[src/rtl/pushbutton_pkg.sv]
// rtl/pushbutton_pkg.sv - shared constants and helpers for the pushbutton conditioner
package pushbutton_pkg;

  localparam int DEFAULT_NUM_BUTTONS     = 4;
  localparam int DEFAULT_DEBOUNCE_CYCLES = 500000;

  function automatic int idx_width(input int num_buttons);
    return (num_buttons > 1) ? $clog2(num_buttons) : 1;
  endfunction

  // Event word layout: {is_release, key_index}; the flag sits just above the index.
  function automatic int ev_is_release_bit(input int idx_w);
    return idx_w;
  endfunction

endpackage

[src/rtl/button_debounce_channel.sv]
// rtl/button_debounce_channel.sv - per-key synchroniser, debounce counter and edge pulses
module button_debounce_channel
  import pushbutton_pkg::*;
#(
  parameter int DEBOUNCE_CYCLES = DEFAULT_DEBOUNCE_CYCLES
) (
  input  logic clk,
  input  logic reset_n,
  input  logic key_n,
  output logic level,
  output logic press_pulse,
  output logic release_pulse
);

  localparam int              CNT_W    = (DEBOUNCE_CYCLES > 1) ? $clog2(DEBOUNCE_CYCLES) : 1;
  localparam logic [CNT_W-1:0] CNT_LAST = CNT_W'(DEBOUNCE_CYCLES - 1);

  logic             sync1_q, sync1_d;
  logic             sync2_q, sync2_d;
  logic             stable_q, stable_d;
  logic [CNT_W-1:0] cnt_q, cnt_d;
  logic             press_q, press_d;
  logic             release_q, release_d;

  always_comb begin
    sync1_d   = key_n;
    sync2_d   = sync1_q;
    stable_d  = stable_q;
    cnt_d     = cnt_q;
    press_d   = 1'b0;
    release_d = 1'b0;
    if (sync2_q == stable_q) begin
      cnt_d = '0;
    end else if (cnt_q == CNT_LAST) begin
      // Enough consecutive differing samples: commit and strobe the matching edge.
      stable_d  = sync2_q;
      cnt_d     = '0;
      press_d   = ~sync2_q;
      release_d = sync2_q;
    end else begin
      cnt_d = cnt_q + CNT_W'(1);
    end
  end

  always_ff @(posedge clk or negedge reset_n) begin
    if (!reset_n) begin
      sync1_q   <= 1'b1;
      sync2_q   <= 1'b1;
      stable_q  <= 1'b1;
      cnt_q     <= '0;
      press_q   <= 1'b0;
      release_q <= 1'b0;
    end else begin
      sync1_q   <= sync1_d;
      sync2_q   <= sync2_d;
      stable_q  <= stable_d;
      cnt_q     <= cnt_d;
      press_q   <= press_d;
      release_q <= release_d;
    end
  end

  assign level         = stable_q;
  assign press_pulse   = press_q;
  assign release_pulse = release_q;

endmodule

[src/rtl/pushbutton_conditioner.sv]
// rtl/pushbutton_conditioner.sv - debounced pushbutton levels, edge pulses and a valid/ready event stream
module pushbutton_conditioner
  import pushbutton_pkg::*;
#(
  parameter  int NUM_BUTTONS     = DEFAULT_NUM_BUTTONS,
  parameter  int DEBOUNCE_CYCLES = DEFAULT_DEBOUNCE_CYCLES,
  localparam int IDX_W           = idx_width(NUM_BUTTONS)
) (
  input  logic                   clk_clk,
  input  logic                   reset_reset_n,
  input  logic [NUM_BUTTONS-1:0] key_n_in,
  output logic [NUM_BUTTONS-1:0] pushbutton_export,
  output logic [NUM_BUTTONS-1:0] press_pulse,
  output logic [NUM_BUTTONS-1:0] release_pulse,
  output logic                   event_valid,
  input  logic                   event_ready,
  output logic [IDX_W:0]         event_data,
  output logic                   overflow,
  input  logic                   overflow_clr
);

  localparam int EV_IS_RELEASE = ev_is_release_bit(IDX_W);

  logic [NUM_BUTTONS-1:0] press_w, release_w;

  for (genvar g = 0; g < NUM_BUTTONS; g++) begin : g_chan
    button_debounce_channel #(
      .DEBOUNCE_CYCLES(DEBOUNCE_CYCLES)
    ) u_chan (
      .clk          (clk_clk),
      .reset_n      (reset_reset_n),
      .key_n        (key_n_in[g]),
      .level        (pushbutton_export[g]),
      .press_pulse  (press_w[g]),
      .release_pulse(release_w[g])
    );
  end

  assign press_pulse   = press_w;
  assign release_pulse = release_w;

  logic [NUM_BUTTONS-1:0] pend_press_q, pend_press_d;
  logic [NUM_BUTTONS-1:0] pend_release_q, pend_release_d;
  logic                   event_valid_q, event_valid_d;
  logic [IDX_W:0]         event_data_q, event_data_d;
  logic                   overflow_q, overflow_d;

  logic [NUM_BUTTONS-1:0] cand_press, cand_release;
  logic [NUM_BUTTONS-1:0] take_press, take_release;
  logic                   found, load, new_overflow;
  logic [IDX_W:0]         pick;

  always_comb begin
    // Fresh commits are eligible in the same cycle as the already-pending events.
    cand_press   = pend_press_q | press_w;
    cand_release = pend_release_q | release_w;
    load         = !event_valid_q || event_ready;
    take_press   = '0;
    take_release = '0;
    found        = 1'b0;
    pick         = '0;
    for (int i = 0; i < NUM_BUTTONS; i++) begin
      if (!found && cand_press[i]) begin
        found         = 1'b1;
        take_press[i] = load;
        pick          = {1'b0, IDX_W'(i)};
      end else if (!found && cand_release[i]) begin
        found                = 1'b1;
        take_release[i]      = load;
        pick                 = {1'b0, IDX_W'(i)};
        pick[EV_IS_RELEASE]  = 1'b1;
      end
    end

    // A commit onto a bit being popped re-arms it; onto an idle set bit it merges.
    pend_press_d   = (cand_press & ~take_press) | (pend_press_q & press_w);
    pend_release_d = (cand_release & ~take_release) | (pend_release_q & release_w);
    new_overflow   = |((pend_press_q & press_w & ~take_press) |
                       (pend_release_q & release_w & ~take_release));

    event_valid_d = event_valid_q;
    event_data_d  = event_data_q;
    if (load) begin
      event_valid_d = found;
      if (found) event_data_d = pick;
    end

    overflow_d = overflow_q;
    if (overflow_clr) overflow_d = 1'b0;
    if (new_overflow) overflow_d = 1'b1;
  end

  always_ff @(posedge clk_clk or negedge reset_reset_n) begin
    if (!reset_reset_n) begin
      pend_press_q   <= '0;
      pend_release_q <= '0;
      event_valid_q  <= 1'b0;
      event_data_q   <= '0;
      overflow_q     <= 1'b0;
    end else begin
      pend_press_q   <= pend_press_d;
      pend_release_q <= pend_release_d;
      event_valid_q  <= event_valid_d;
      event_data_q   <= event_data_d;
      overflow_q     <= overflow_d;
    end
  end

  assign event_valid = event_valid_q;
  assign event_data  = event_data_q;
  assign overflow    = overflow_q;

endmodule

[config.mk]
export PLATFORM = sky130hd
export DESIGN_NAME = pushbutton_conditioner
export DESIGN_NICKNAME = d
export VERILOG_FILES = /design/src/rtl/pushbutton_pkg.sv /design/src/rtl/button_debounce_channel.sv /design/src/rtl/pushbutton_conditioner.sv
export SDC_FILE = /design/constraint.sdc
export NUM_CORES = 1
export LEC_CHECK = 0
export CAP_MARGIN = 20
export CORE_MARGIN = 4
export CORE_UTILIZATION = 40
export CTS_CLUSTER_DIAMETER = 50
export DETAILED_ROUTE_END_ITERATION = 10
export PLACE_DENSITY = 0.61
export SLEW_MARGIN = 15
export SYNTH_ARGS = -nofsm -noshare
export SYNTH_HDL_FRONTEND = slang
export SYNTH_HIERARCHICAL = 1
export SYNTH_SLANG_ARGS = --single-unit
[constraint.sdc]
create_clock -name clk_clk -period 1.7 [get_ports clk_clk]
set_clock_uncertainty 0.1 [all_clocks]
set_input_delay 0.17 -clock clk_clk [delete_from_list [all_inputs] [get_ports clk_clk]]
set_output_delay 0.17 -clock clk_clk [all_outputs]
set_load 0.05 [all_outputs]
**Word-level counts from Yosys, hierarchy flattened**

Index checks and enable logic that the tools add are counted.

- Logic and storage cells: 134
- Output and inout bits: 17
- Input bits: 8
- Flip-flop bits (word level): 109

- Reduce and logical (&&, ||, !) cells: 18
- Equal/unequal tests: 8
- $add $sub $neg: 4
- Muxes and demuxes: 54
- Bitwise logic cells: 21

Operator list:

| operator | number |
|---|---|
| 2-to-1 mux 19 bit | 8 |
| adder 19 x 1 -> 19 bit (second input constant) | 4 |
| == test 19 bit (second input constant) | 4 |
| 2-to-1 mux 1 bit | 38 |
| AND 4 bit | 6 |
| 2-to-1 mux 3 bit | 8 |
| OR 4 bit | 5 |
| AND reduction 2 bit | 5 |
| inverter 1 bit | 8 |
| inverter 4 bit | 2 |
| logical AND 1 bit | 6 |
| == test 1 bit | 4 |
| zero test 1 bit | 4 |
| OR reduction 4 bit | 1 |
| nonzero test 2 bit | 1 |
| logical OR 1 bit | 1 |

**Longest topological paths before layout**

- Word-level depth: 20
- Mapped depth: 6
- Gate-level depth less buffers: 5

**Modules after synthesis**

Netlist, hierarchy kept.

Modules (own cells, without submodules):

| module | area each (um^2) | cells each | sequential area each (um^2) | instances |
|---|---|---|---|---|
| button_debounce_channel | 1154.9 | 112 | 604.3 | 4 |
| pushbutton_conditioner | 739.5 | 72 | 325.3 | 1 |

**Least setup slack after synthesis**

Ideal clock, no wire load.

- Path kind: register to register
- Start: reg g_chan[2].u_chan.release_q
- End: reg event_data_q[2] (netlist: event_data[2])
- Path buffers: 0
- Arrival: 1707 ps
- Cell stages (with the launch flop): 5
- Setup time: 122 ps
- Period minus slack after synthesis: 1930 ps
- Path slack: -230 ps
- Required time: 1478 ps
- Path through: dfrtp_1 or4_1 a211o_1 a211oi_2 o2bb2ai_1

- Longest elaborated chain between the ends: 9
- Elaborated cells between the ends (all ways): 14
- Those cells by class: mux (8); bitwise (1); reduce/logical (5)

RTL lines:

| what | RTL line | text |
|---|---|---|
| start: declaration | button_debounce_channel.sv:23 | `logic release_q, release_d;` |
| start signal: assignment | button_debounce_channel.sv:59 | `release_q <= release_d;` |
| OR 4 bit (*) | pushbutton_conditioner.sv:56 | `cand_release = pend_release_q \| release_w;` |
| logical AND 1 bit (*) | pushbutton_conditioner.sv:67 | `end else if (!found && cand_release[i]) begin` |
| 2-to-1 mux 1 bit | pushbutton_conditioner.sv:67 |  |
| 2-to-1 mux 1 bit | pushbutton_conditioner.sv:63 | `if (!found && cand_press[i]) begin` |
| zero test 1 bit | pushbutton_conditioner.sv:63, pushbutton_conditioner.sv:67 |  |
| logical AND 1 bit | pushbutton_conditioner.sv:67 |  |
| 2-to-1 mux 1 bit | pushbutton_conditioner.sv:67 |  |
| 2-to-1 mux 1 bit | pushbutton_conditioner.sv:63 |  |
| AND reduction 2 bit (no line) | - |  |
| end signal: assignment | pushbutton_conditioner.sv:104 | `event_data_q <= event_data_d;` |
| end: declaration | pushbutton_conditioner.sv:45 | `logic [IDX_W:0] event_data_q, event_data_d;` |

Every way passes the cells marked *; elsewhere a longest branch is shown, timed or not.
A chain may end at the register's enable or synchronous reset.

**Final worst setup path**

- Start: reg g_chan[0].u_chan.cnt_q[1]
- End: reg g_chan[0].u_chan.cnt_q[17]

- Longest elaborated chain between the ends: 3
- Elaborated cells between the ends (all ways): 4
- Those cells by class: add/sub (1); eq/ne (1); mux (2)

RTL lines:

| what | RTL line | text |
|---|---|---|
| start: declaration | button_debounce_channel.sv:21 | `logic [CNT_W-1:0] cnt_q, cnt_d;` |
| start signal: assignment | button_debounce_channel.sv:57 | `cnt_q <= cnt_d;` |
| adder 19 x 1 -> 19 bit or == test 19 bit (tied branches) | button_debounce_channel.sv:41, button_debounce_channel.sv:34 |  |
| 2-to-1 mux 19 bit (*) | button_debounce_channel.sv:34 | `end else if (cnt_q == CNT_LAST) begin` |
| 2-to-1 mux 19 bit (*) | button_debounce_channel.sv:32 | `if (sync2_q == stable_q) begin` |
| net g_chan[0].u_chan.cnt_d[17] | button_debounce_channel.sv:21 |  |

The timed path passes the listed nets; every way through them passes the cells marked *.

==> results.md <==
* CTS Buffer Depth at 2
* FMAX at between 500 and 600 MHz
* Syn. warnings at 6
* Antenna cells at 0
* Fin. max-slew vios at 0
* Skew-Pair Late Insertion Delay at ~0.35 ns
* Critical path type: reg -> reg
* Starting Density at 0.406
* GRT Total Usage at 0.177
* CP max-delay cell: dfrtp_1
* WP buf/inv at 2
* Clk sinks at around 110
* Synth unique cells at between 40 and 50
* CP Capture Type: flop
* Die height at roughly 120 um
* Design Area, Final at roughly 0.0077 mm2
* Failing checks: setup timing
* Final cell count without fillers at 861
* Synth Instances at 520
* Max-Cap Viols at 0
* Via density at 5.17
* Routability cong. at about 0.84
* Most frequent cells in the layout: buf_4 (136), dfrtp_1 (82), xnor2_1 (48)
* Crit path time final at around 1.8 ns
* DR pass1 iterations at 4
* Worst Max-Slew Pin Slew at about 0.44 ns
* Cell family with most CP delay: flip-flops
* Hold slack at between 0.1 and 0.15 ns
* Wire per inst at 15.2 um
* Data required, critical path at about 1.8 ns
* RSZ-0062 raised after global routing: yes
* Drt initial violations at between 200 and 250
* Leakage power total at about 0.0032 uW
* Buffers on Ports at 24
* HP Class: in -> reg
* First-pass GRT wire length at roughly 22000 um
* Row cnt at 42
* WP data arrival at between 1.5 and 2 ns
* Num CTS Buffers at 9
* Outcome: finished with violations
* DRT Wirelength at between 10000 and 15000 um
* I/O Pins at 25
* Slew headroom at 0.709
* Post-DP HPWL at ~9000 um
* CP startpoint kind: flop
* Worst vdd rail ir drop at ~570 uV
* Die extent in x at between 100 and 150 um
* Total grt overflow at 0
* Crit share post-route at 1.04
* Area delta synth->final at 42.9%
* Register area share after synthesis at 0.512
* Ys async rst share at 1.00
* Multi-input logic area at 0.00292 mm2
* DRC at 0
* Layout cells sized above 1 at 0.442
* Worst setup margin at -0.0689 ns
* Core ar. at 0.0132 mm2
* Layout fillers at ~1100
* Storage cell area at between 0.002 and 0.003 mm2
* CP cell instances: ha_2 -> and4_1 -> nand4_1 -> o31ai_4 -> buf_4 -> clkbuf_16 -> a21oi_2
* Primary FF master, synth: dfrtp_1
* Hold Violations, Final at 0
* Dpl cells at around 810
* Synth Cell Area at 0.00536 mm2
* Placed Area at around 0.0067 mm2
* Root cell of the clock tree: clkbuf_16
* Antenna Violating Nets Remaining at 0
* DIE AREA at 0.0153 mm2
* Reg2Reg Setup Slack at -0.07 ns
* Dpl ws at -0.100 ns
* Power Density at between 600 and 700 mW/mm2
* Setup TNS at -1.29 ns
* CP peak stage delay at around 0.42 ns
* Post-synth EDFFs at 0
* Setup violations, final at 48
* Vias in the first global route at between 4000 and 5000
* Initial antenna violation count at 0
* Post-synthesis sequential element count at around 110
* Commonest non-fill, non-tap cell in the layout: buf_4
* Fin nets at 692
* Max FO, Critical Path at 6
* H-tree depth at 3
* Worst-path clk slew at roughly 0.080 ns
* Via Count at around 4500
* CTS tree: done
* Total nets after synthesis at 532
* Post-Syn Area per Cell at around 10 um2
* Largest net degree at the start of global routing at 38
==> layout make-up <==
cell class / instances / share of cell area
Multi-Input combinational cell: 382 / 0.381
Clock buffer: 10 / 0.0312
Clock inverter: 6 / 0.00931
Tap cell: 176 / 0.0288
Inverter: 16 / 0.00784
Timing Repair Buffer: 162 / 0.181
Sequential cell: 109 / 0.361
==> report_power, final <==
group,switching [uW],internal (uW)
sequential,38.6,2640
combinational,180,153
clock,1000,1190
total,1220,3990
==> registers in the layout, summed over array words and instances (netlist names) <==
register,count
event_valid,1
g_chan.u_chan/sync1_q,4
g_chan.u_chan/cnt_q,76
event_data,3
g_chan.u_chan/press_pulse,4
pend_release_q,4
g_chan.u_chan/level,4
g_chan.u_chan/sync2_q,4
g_chan.u_chan/release_pulse,4
overflow,1
pend_press_q,4
==> per-layer routing <==
| metal | routed length, um | vias up | track usage |
|---|---|---|---|
| li1 | - | 2176 | - |
| met1 | 5800 | 2190 | 0.230 |
| met2 | 6760 | 62 | 0.298 |
| met3 | 264 | 23 | 0.0259 |
| met4 | 277 | 0 | 0.0678 |
| met5 | 0 | - | 0 |
==> synthesized netlist by cell type (all sizes together) (6+ instances only) <==
cell type / n / area (um2)
a21oi: 12 / 75.1
and2: 6 / 37.5
buf: 8 / 35.0
dfrtp: 97 / 2430
dfstp: 12 / 315
inv: 16 / 60.1
maj3: 7 / 71.3
nand2: 37 / 139
nand3: 27 / 135
nand4: 42 / 300
nor2: 76 / 285
nor3: 26 / 135
nor3b: 8 / 60.1
nor4: 16 / 130
nor4b: 8 / 70.1
o21ai: 7 / 35.0
xnor2: 48 / 420
xor2: 16 / 140
==> logic make-up (layout without fill, tap and decap cells) <==
family,after synthesis,count (layout),share of synthesized area
muxes,4,4,0.00840
and+or+nand+nor,265,265,0.269
adders and majority gates,11,11,0.0226
buffers and inverters,29,194,0.0222
DFF,109,109,0.512
xor gates and xnor gates,64,64,0.105
AOI/OAI and AO/OA,38,38,0.0612
==> worst paths after layout <==
path                            cells past startpoint                          to                       from
worst max-delay path                                7  g_chan[0].u_chan/cnt_q[17]  g_chan[0].u_chan/cnt_q[1]
worst min-delay path                                1    g_chan[2].u_chan/sync1_q                key_n_in[2]
worst max register to register                      7  g_chan[0].u_chan/cnt_q[17]  g_chan[0].u_chan/cnt_q[1]
worst min register to register                      0    g_chan[0].u_chan/sync2_q   g_chan[0].u_chan/sync1_q
max in group asynchronous                           3      g_chan[2].u_chan/level              reset_reset_n
min in group asynchronous                           2   g_chan[1].u_chan/cnt_q[4]              reset_reset_n
==> repair_timing <==
| action | CTS | global route |
|---|---|---|
| pin swaps | 14 | 27 |
| resized for setup | 29 | 69 |
| cloned | 0 | 2 |
| hold buffers | 1 | 0 |
| setup endpoints to repair | 76 | 85 |
| buffers inserted | 19 | 11 |
| hold endpoints to repair | 55 | 0 |
==> per-stage QoR <==
| step | total power, uW | utilization |
|---|---|---|
| floorplan | 2850 | - |
| global placement | 2990 | 0.505 |
| detailed placement | 3000 | 0.505 |
| CTS | 5230 | 0.551 |
| global route | 5420 | 0.581 |
| finish | 5210 | 0.581 |
==> worst reg2reg max path, delay by kind of cell, from the launching register on <==
family,cells,cell delay (ns)
flops,1,0.42
simple gates,2,0.35
buf+inv,2,0.31
compound gates,2,0.26
fa+ha+maj,1,0.21
Power figures use the tool's default switching activity.
